File: src/rtl/gpio_irq_pkg.sv
// Shared definitions for the gpio_irq peripheral: register map, address type
// and width limits.
package gpio_irq_pkg;

  localparam int GPIO_W_MAX = 32;
  localparam int ADDR_W     = 3;

  typedef logic [ADDR_W-1:0] addr_t;

  localparam addr_t ADDR_GPI  = 3'd0;
  localparam addr_t ADDR_GPO  = 3'd1;
  localparam addr_t ADDR_GPD  = 3'd2;
  localparam addr_t ADDR_SET  = 3'd3;
  localparam addr_t ADDR_CLR  = 3'd4;
  localparam addr_t ADDR_RISE = 3'd5;
  localparam addr_t ADDR_FALL = 3'd6;
  localparam addr_t ADDR_PEND = 3'd7;

  // GPO_SET and GPO_CLR are write-only strobes; everything else that is not
  // GPI holds readable state.
  function automatic logic is_write_only(input addr_t a);
    return (a == ADDR_SET) || (a == ADDR_CLR);
  endfunction

endpackage

File: src/rtl/gpio_irq_sync.sv
// Input synchroniser chain for the GPIO pins plus a one-cycle delayed copy of
// the synchronised value, from which single-cycle rise/fall pulses are derived.
module gpio_irq_sync
  import gpio_irq_pkg::*;
#(
  parameter int GPIO_W      = 8,
  parameter int SYNC_STAGES = 2
) (
  input  logic              clk_clk,
  input  logic              reset_reset,
  input  logic [GPIO_W-1:0] gpi,
  output logic [GPIO_W-1:0] s,
  output logic [GPIO_W-1:0] rise,
  output logic [GPIO_W-1:0] fall
);

  logic [SYNC_STAGES-1:0][GPIO_W-1:0] chain;
  logic [GPIO_W-1:0]                  p;

  always_ff @(posedge clk_clk) begin
    if (reset_reset) begin
      chain <= '0;
      p     <= '0;
    end else begin
      chain <= {chain[SYNC_STAGES-2:0], gpi};
      p     <= chain[SYNC_STAGES-1];
    end
  end

  assign s = chain[SYNC_STAGES-1];

  // p holds s from the previous cycle, so each transition yields one pulse.
  assign rise = s & ~p;
  assign fall = ~s & p;

endmodule

File: src/rtl/gpio_irq.sv
// Parametrised GPIO peripheral: Avalon-MM register file, atomic GPO set/clear,
// and per-pin edge interrupt capture ORed onto a single level irq.
module gpio_irq
  import gpio_irq_pkg::*;
#(
  parameter int GPIO_W      = 8,
  parameter int SYNC_STAGES = 2
) (
  input  logic              clk_clk,
  input  logic              reset_reset,
  input  logic [2:0]        avs_address,
  input  logic              avs_write,
  input  logic [31:0]       avs_writedata,
  input  logic              avs_read,
  output logic [31:0]       avs_readdata,
  output logic              avs_readdatavalid,
  input  logic [GPIO_W-1:0] gpio_gpi,
  output logic [GPIO_W-1:0] gpio_gpo,
  output logic [GPIO_W-1:0] gpio_gpd,
  output logic              irq
);

  // Bus handshake: avs_write and avs_read are single-cycle strobes with no
  // wait states. A write takes effect on the edge that samples it. A read is
  // answered exactly one cycle later by a one-cycle avs_readdatavalid pulse;
  // avs_readdata holds its value between reads. When both strobes coincide
  // the read returns the contents from before the write.

  addr_t             addr;
  logic [GPIO_W-1:0] wd;
  logic [GPIO_W-1:0] s;
  logic [GPIO_W-1:0] rise;
  logic [GPIO_W-1:0] fall;

  logic [GPIO_W-1:0] gpo_q;
  logic [GPIO_W-1:0] gpd_q;
  logic [GPIO_W-1:0] rise_en_q;
  logic [GPIO_W-1:0] fall_en_q;
  logic [GPIO_W-1:0] pend_q;
  logic [GPIO_W-1:0] pend_clr;
  logic [GPIO_W-1:0] pend_set;
  logic [GPIO_W-1:0] rd_sel;
  logic [31:0]       rd_word;

  assign addr = addr_t'(avs_address);
  assign wd   = avs_writedata[GPIO_W-1:0];

  if (GPIO_W < 32) begin : g_unused_wd
    logic unused_wd_hi;
    assign unused_wd_hi = ^avs_writedata[31:GPIO_W];
  end

  gpio_irq_sync #(
    .GPIO_W      (GPIO_W),
    .SYNC_STAGES (SYNC_STAGES)
  ) u_sync (
    .clk_clk     (clk_clk),
    .reset_reset (reset_reset),
    .gpi         (gpio_gpi),
    .s           (s),
    .rise        (rise),
    .fall        (fall)
  );

  always_ff @(posedge clk_clk) begin
    if (reset_reset) begin
      gpo_q     <= '0;
      gpd_q     <= '0;
      rise_en_q <= '0;
      fall_en_q <= '0;
    end else if (avs_write) begin
      case (addr)
        ADDR_GPO:  gpo_q     <= wd;
        ADDR_SET:  gpo_q     <= gpo_q | wd;
        ADDR_CLR:  gpo_q     <= gpo_q & ~wd;
        ADDR_GPD:  gpd_q     <= wd;
        ADDR_RISE: rise_en_q <= wd;
        ADDR_FALL: fall_en_q <= wd;
        default:   ;
      endcase
    end
  end

  // A new enabled edge wins over a clear of the same bit in the same cycle.
  always_comb begin
    pend_clr = '0;
    if (avs_write && (addr == ADDR_PEND)) begin
      pend_clr = wd;
    end
    pend_set = (rise & rise_en_q) | (fall & fall_en_q);
  end

  always_ff @(posedge clk_clk) begin
    if (reset_reset) begin
      pend_q <= '0;
    end else begin
      pend_q <= (pend_q & ~pend_clr) | pend_set;
    end
  end

  always_comb begin
    rd_sel = '0;
    if (!is_write_only(addr)) begin
      case (addr)
        ADDR_GPI:  rd_sel = s;
        ADDR_GPO:  rd_sel = gpo_q;
        ADDR_GPD:  rd_sel = gpd_q;
        ADDR_RISE: rd_sel = rise_en_q;
        ADDR_FALL: rd_sel = fall_en_q;
        ADDR_PEND: rd_sel = pend_q;
        default:   rd_sel = '0;
      endcase
    end
    rd_word = 32'(rd_sel);
  end

  always_ff @(posedge clk_clk) begin
    if (reset_reset) begin
      avs_readdata      <= '0;
      avs_readdatavalid <= 1'b0;
    end else begin
      avs_readdatavalid <= avs_read;
      if (avs_read) begin
        avs_readdata <= rd_word;
      end
    end
  end

  assign gpio_gpo = gpo_q;
  assign gpio_gpd = gpd_q;
  assign irq      = |pend_q;

endmodule

File: config.mk
export PLATFORM = sky130hd
export DESIGN_NAME = gpio_irq
export DESIGN_NICKNAME = d
export VERILOG_FILES = /design/src/rtl/gpio_irq_pkg.sv /design/src/rtl/gpio_irq_sync.sv /design/src/rtl/gpio_irq.sv
export SDC_FILE = /design/constraint.sdc
export NUM_CORES = 1
export LEC_CHECK = 0
export ABC_AREA = 1
export CAP_MARGIN = 10
export CORE_UTILIZATION = 52
export CTS_CLUSTER_SIZE = 30
export DETAILED_ROUTE_END_ITERATION = 8
export PLACE_DENSITY = 0.82
export SLEW_MARGIN = 40
export SYNTH_ARGS = -nofsm -noshare
export SYNTH_HDL_FRONTEND = slang
export SYNTH_SLANG_ARGS = --single-unit
File: constraint.sdc
create_clock -name clk_clk -period 2.2 [get_ports clk_clk]
set_clock_uncertainty 0.1 [all_clocks]
set_input_delay 0.22 -clock clk_clk [delete_from_list [all_inputs] [get_ports clk_clk]]
set_output_delay 0.22 -clock clk_clk [all_outputs]
set_load 0.01 [all_outputs]
* Word level (Yosys, flattened, before mapping)
Index checks and enable logic that the tools add are counted.
Storage, ports and cells: flip-flop bits (word level) 73, bits in latches 0, bits in writable memories 0, memory bits (read-only) 0, output and inout port bits 50, word-level logic and storage cells 43, memories 0
Operators by class: $add $sub $neg 0, $mul 0, divide/modulo/power cells 0, magnitude comparators 0, eq/ne operators 7, shift-type cells 0, muxes and demuxes 4, bitwise logic cells 13, reductions and logical operators 9
Operators with widths (count):
- 8-bit bitwise AND | 6
- 8-bit case mux with 6 select lines | 1
- 8-bit NOT | 4
- 8-bit OR | 3
- 8-bit case mux with 3 select lines | 1
- 8-bit two-way mux | 2
- 3-bit == test, second input constant | 4
- 2-bit AND reduction | 4
- 8-bit OR reduction | 1
- 3-bit by 2-bit == test with 1-bit output, second input constant | 2
- 3-bit by 1-bit == test with 1-bit output, second input constant | 1
- 3-bit logical NOT | 1
- 3-bit nonzero test | 1
- 1-bit logical AND | 1
- 1-bit logical OR | 1

* Logic depth before layout (Yosys ltp)
depth in word-level cells 6, mapped depth 10, depth with buffers taken out 9

* Hierarchy
A second synthesis with hierarchy kept.
Second synthesis, totals: cells, all modules 507, area, all modules 3692.3 sq um
By module, submodules not included:
- gpio_irq | times used 1, cells each 401, area an instance 2859.0 sq um, seq. area each 980.9 sq um
- gpio_irq_sync | times used 1, cells each 106, area an instance 833.3 sq um, seq. area each 480.5 sq um

* Worst setup path before layout
OpenSTA, ideal clock, no wires.
path type input -> register, from in avs_address[1], to reg pend_q[0], data arrival time 1.029 ns, slack 0.936 ns, stages 7, buffers on the path 2, cells stage by stage buf_4 -> buf_4 -> nand2_1 -> nor2_2 -> nand2_1 -> o21ai_0 -> a31oi_1
Between the ends: cells in the longest elaborated chain, start to end 6
Ends and longest elaborated chain:
- from (decl) | RTL line gpio_irq.sv:11 | input logic [2:0] avs_address,
- 3-bit == test | RTL line gpio_irq.sv:87 | if (avs_write && (addr == ADDR_PEND)) begin
- 1-bit logical AND | RTL line gpio_irq.sv:87
- 8-bit two-way mux | RTL line gpio_irq.sv:87
- 8-bit NOT | RTL line gpio_irq.sv:97 | pend_q <= (pend_q & ~pend_clr) | pend_set;
- 8-bit bitwise AND | RTL line gpio_irq.sv:97
- 8-bit OR | RTL line gpio_irq.sv:97
- to (signal assigned) | RTL line gpio_irq.sv:97
- to (decl) | RTL line gpio_irq.sv:39 | logic [GPIO_W-1:0] pend_q;
No other way between the ends. A chain may end at the register's enable or synchronous reset.

* Worst setup path in the final report
from reg pend_q[2], to out irq
Between the ends: cells in the longest elaborated chain, start to end 1
Ends and longest elaborated chain:
- 8-bit OR reduction | RTL line gpio_irq.sv:131 | assign irq = |pend_q;
- to (decl) | RTL line gpio_irq.sv:20 | output logic irq
No other way between the ends.

==> results.py <==
metrics = {
    "worst_setup_path": {
        "crit_chain": "nor4_1, nand2_1, clkdlybuf4s50_1",
        "cp.required_ns": 1.88,
        "slowest_stage": "clkdlybuf4s50_1",
        "crit_arrival_ns": 1.72,
        "critical_path_class": "reg2out",
        "cp-start-kind": "register",
        "crit_path_end_kind": "output port",
        "slowest_delay_ns": 0.50,
        "critical_path.max_fanout": 3,
    },
    "final_layout": {
        "fin_util": 0.625,
        "diodes": 0,
        "syn_to_final_growth_pct": 16.8,
        "fin_nets": 573,
        "fillers": 595,
        "drive_gt1_frac": 0.104,
    },
    "synthesis": {
        "syn_area_per_cell_um2": 7.43,
        "synth-simple-area-share": 0.314,
        "synth_flop_cell": "dfxtp_1",
        "synthAdderAreaFrac": 0,
        "synth-xor-area-share": 0,
        "synth.distinct_cells": 31,
        "ys_seq_area_frac": 0.404,
        "synth_edf_count": 0,
        "synth_warnings": 0,
        "netlist_area_mm2": 0.00362,
        "synth.area.mux_share": 0,
        "synth-compound-area-share": 0.121,
        "synth_largest_area_cell": "dfxtp_1",
        "synth_top_family_by_area": "simple AND/OR/NAND/NOR gates",
        "netlist_instances": 487,
        "synth.area.top_cells": "dfxtp_1 40%, nand2_1 8.6%, nand4_1 6.2%",
        "async_flop_share": 0,
        "ys_ff_latch": 73,
        "synth.top_cell.area_share": 0.404,
    },
    "clock_tree": {
        "htree_levels": 3,
        "clockBufferDepth": 2,
        "cts_resized": 0,
        "clk_pin_slew_worst_paths_ns": 0.08,
        "ctsHoldBuffers": 0,
        "cts-root-buf": "clkbuf_8",
        "cts_buffers": 9,
        "cts_tree": "yes",
        "clock-sinks": 73,
        "worstSkewPairLatency_ns": 0.35,
        "cts_setup_buffers": 0,
    },
    "min_path": {
        "hold_class": "in2reg",
    },
    "route": {
        "drc": 0,
        "firstDrtPassIters": 7,
        "ant_nets": 0,
        "post_drt_wl_per_cell_um": 15.1,
        "via_per_inst": 5.88,
        "vias": 3592,
        "dr.first_iter.drc_count": 352,
        "wirelength_um": 9200,
    },
    "timing": {
        "rsz0062_at_grt": "false",
        "layout_min_cycle_time_ns": 2.04,
        "worst_pin_slew_ns": 0.572,
        "finalHoldViolations": 0,
        "hold_slack_ns": 0.229,
        "setup_violations": 0,
        "slew_headroom": 0.619,
        "setup_tns_ns": 0,
        "drv_slew": 0,
        "clock.fmax_mhz": 490,
        "fin_crit_sh": 0.927,
        "setup_slack_ns": 0.160,
    },
    "global_route": {
        "grt_pass1_wl_um": 15000,
        "antenna_found_initial": 0,
        "globalRoute.totalOverflow": 0,
        "grt_pass1_vias": 3233,
        "grt_usage": 0.267,
        "grt_start_max_net_pins": 49,
    },
    "place": {
        "dp_hpwl_um": 6330,
        "gp_routability_congestion": 0.912,
        "io_buffers": 48,
        "post-place-ws_ns": 0.0924,
    },
    "floorplanning": {
        "ioPinCount": 97,
        "placeableCoreArea_mm2": 0.00676,
        "die_h_um": 85.4,
        "chipWidth_um": 85.4,
        "rows": 30,
        "dieArea_mm2": 0.00730,
        "start_util": 0.536,
    },
    "power_and_ir_drop": {
        "ir_worst_vdd_mv": 0.456,
        "power.total_uw": 2850,
        "p_per_area_mw_per_mm2": 675,
        "leakagePower_uw": 0.00176,
    },
    "flow_run": {
        "max_cap_violations": 0,
    },
    "outcome": {
        "status": "completed",
    },
}
## flip-flops by register name (all words and copies together), names as in the netlist
register / cells
fall_en_q: 8
avs_readdatavalid: 1
u_sync.chain: 8
u_sync.s: 8
rise_en_q: 8
gpio_gpo: 8
avs_readdata: 8
pend_q: 8
u_sync.p: 8
gpio_gpd: 8
## final timing paths
| path | cells after the start | endpoint | start | slack [ns] |
|---|---|---|---|---|
| min reg2reg | 2 | u_sync.s[0] | u_sync.chain[0] | 0.30 |
| max | 3 | irq | pend_q[2] | 0.16 |
| max reg2reg | 6 | avs_readdata[0] | gpio_gpo[0] | 1.08 |
| min | 3 | u_sync.chain[5] | reset_reset | 0.23 |
## critical path, delay by kind of cell, from the launching register on
kind,cells,cell delay (ns)
buffers and inverters,1,0.50
and+or+nand+nor,2,0.55
DFF,1,0.33
## per-layer routing
metal,track usage,share of wire,up-vias
met4,0.126,0.028,0
li1,-,-,1637
met2,0.444,0.49,226
met5,0,0,-
met1,0.319,0.40,1693
met3,0.0759,0.086,36
## cells in the final DEF, fill, tap and decap left out
cell type         n
conb_1           24
buf_2             1
nand4_1          36
clkbuf_8         12
clkinv_1          1
a21oi_1          24
a211oi_1          7
nand2_1          83
o21ai_0          16
nor4_1            2
inv_4             2
nand3_2           3
nand3_1          41
or2_0             1
a31oi_1           8
a21oi_2           1
nand3_4           1
bufinv_16         1
nor2_4            1
nand4_4           1
clkinv_2          1
clkdlybuf4s50_1  47
a211oi_2          9
inv_1            50
nor2_1           60
dfxtp_1          73
nor2_8            1
buf_12            2
nor3_2            1
nand2_4           3
clkinvlp_4        2
nor2_2            1
o21ai_1           3
inv_2             7
buf_4             5
## per-stage QoR
| stage | std cells | cell area [µm²] |
|---|---|---|
| floorplan | 510 | 3700 |
| global placement | 595 | 4010 |
| detailed placement | 595 | 4010 |
| CTS | 611 | 4230 |
| global route | 611 | 4230 |
| finish | 611 | 4230 |
## cells in the mapped netlist, types with 2 or more instances
cell type,instances
a211oi_1,7
a21oi_1,24
nand2_1,83
buf_6,6
nand3_1,41
buf_4,28
o21ai_1,3
nand3_2,3
nor2_1,60
o21ai_0,16
dfxtp_1,73
inv_4,2
nor4_1,2
clkbuf_1,8
inv_2,7
a31oi_1,8
a211oi_2,9
buf_2,8
inv_1,50
nand4_1,36
nand2_4,3
## cell type report
type                    count  area [µm²]  share of cell area
clock buffers              12         165              0.0391
inverters                  60         230              0.0545
clock inverters             4        50.0              0.0118
multi-input cells         327        1670               0.394
flip-flops and latches     73        1460               0.346
well taps                  80         100              0.0237
repair buffers             55         553               0.131
## power breakdown
group,switching [µW],internal (µW)
sequential,31.3,1360
clock,498,615
combinational,219,126
total,748,2100
## cell families (layout without fill, tap and decap cells)
| family | Yosys count | after routing |
|---|---|---|
| DFF | 73 | 73 |
| AOI/OAI and AO/OA | 68 | 68 |
| buffers and inverters | 110 | 131 |
| and+or+nand+nor | 235 | 235 |
| other | 1 | 24 |
(Power assumes the default switching activity.)
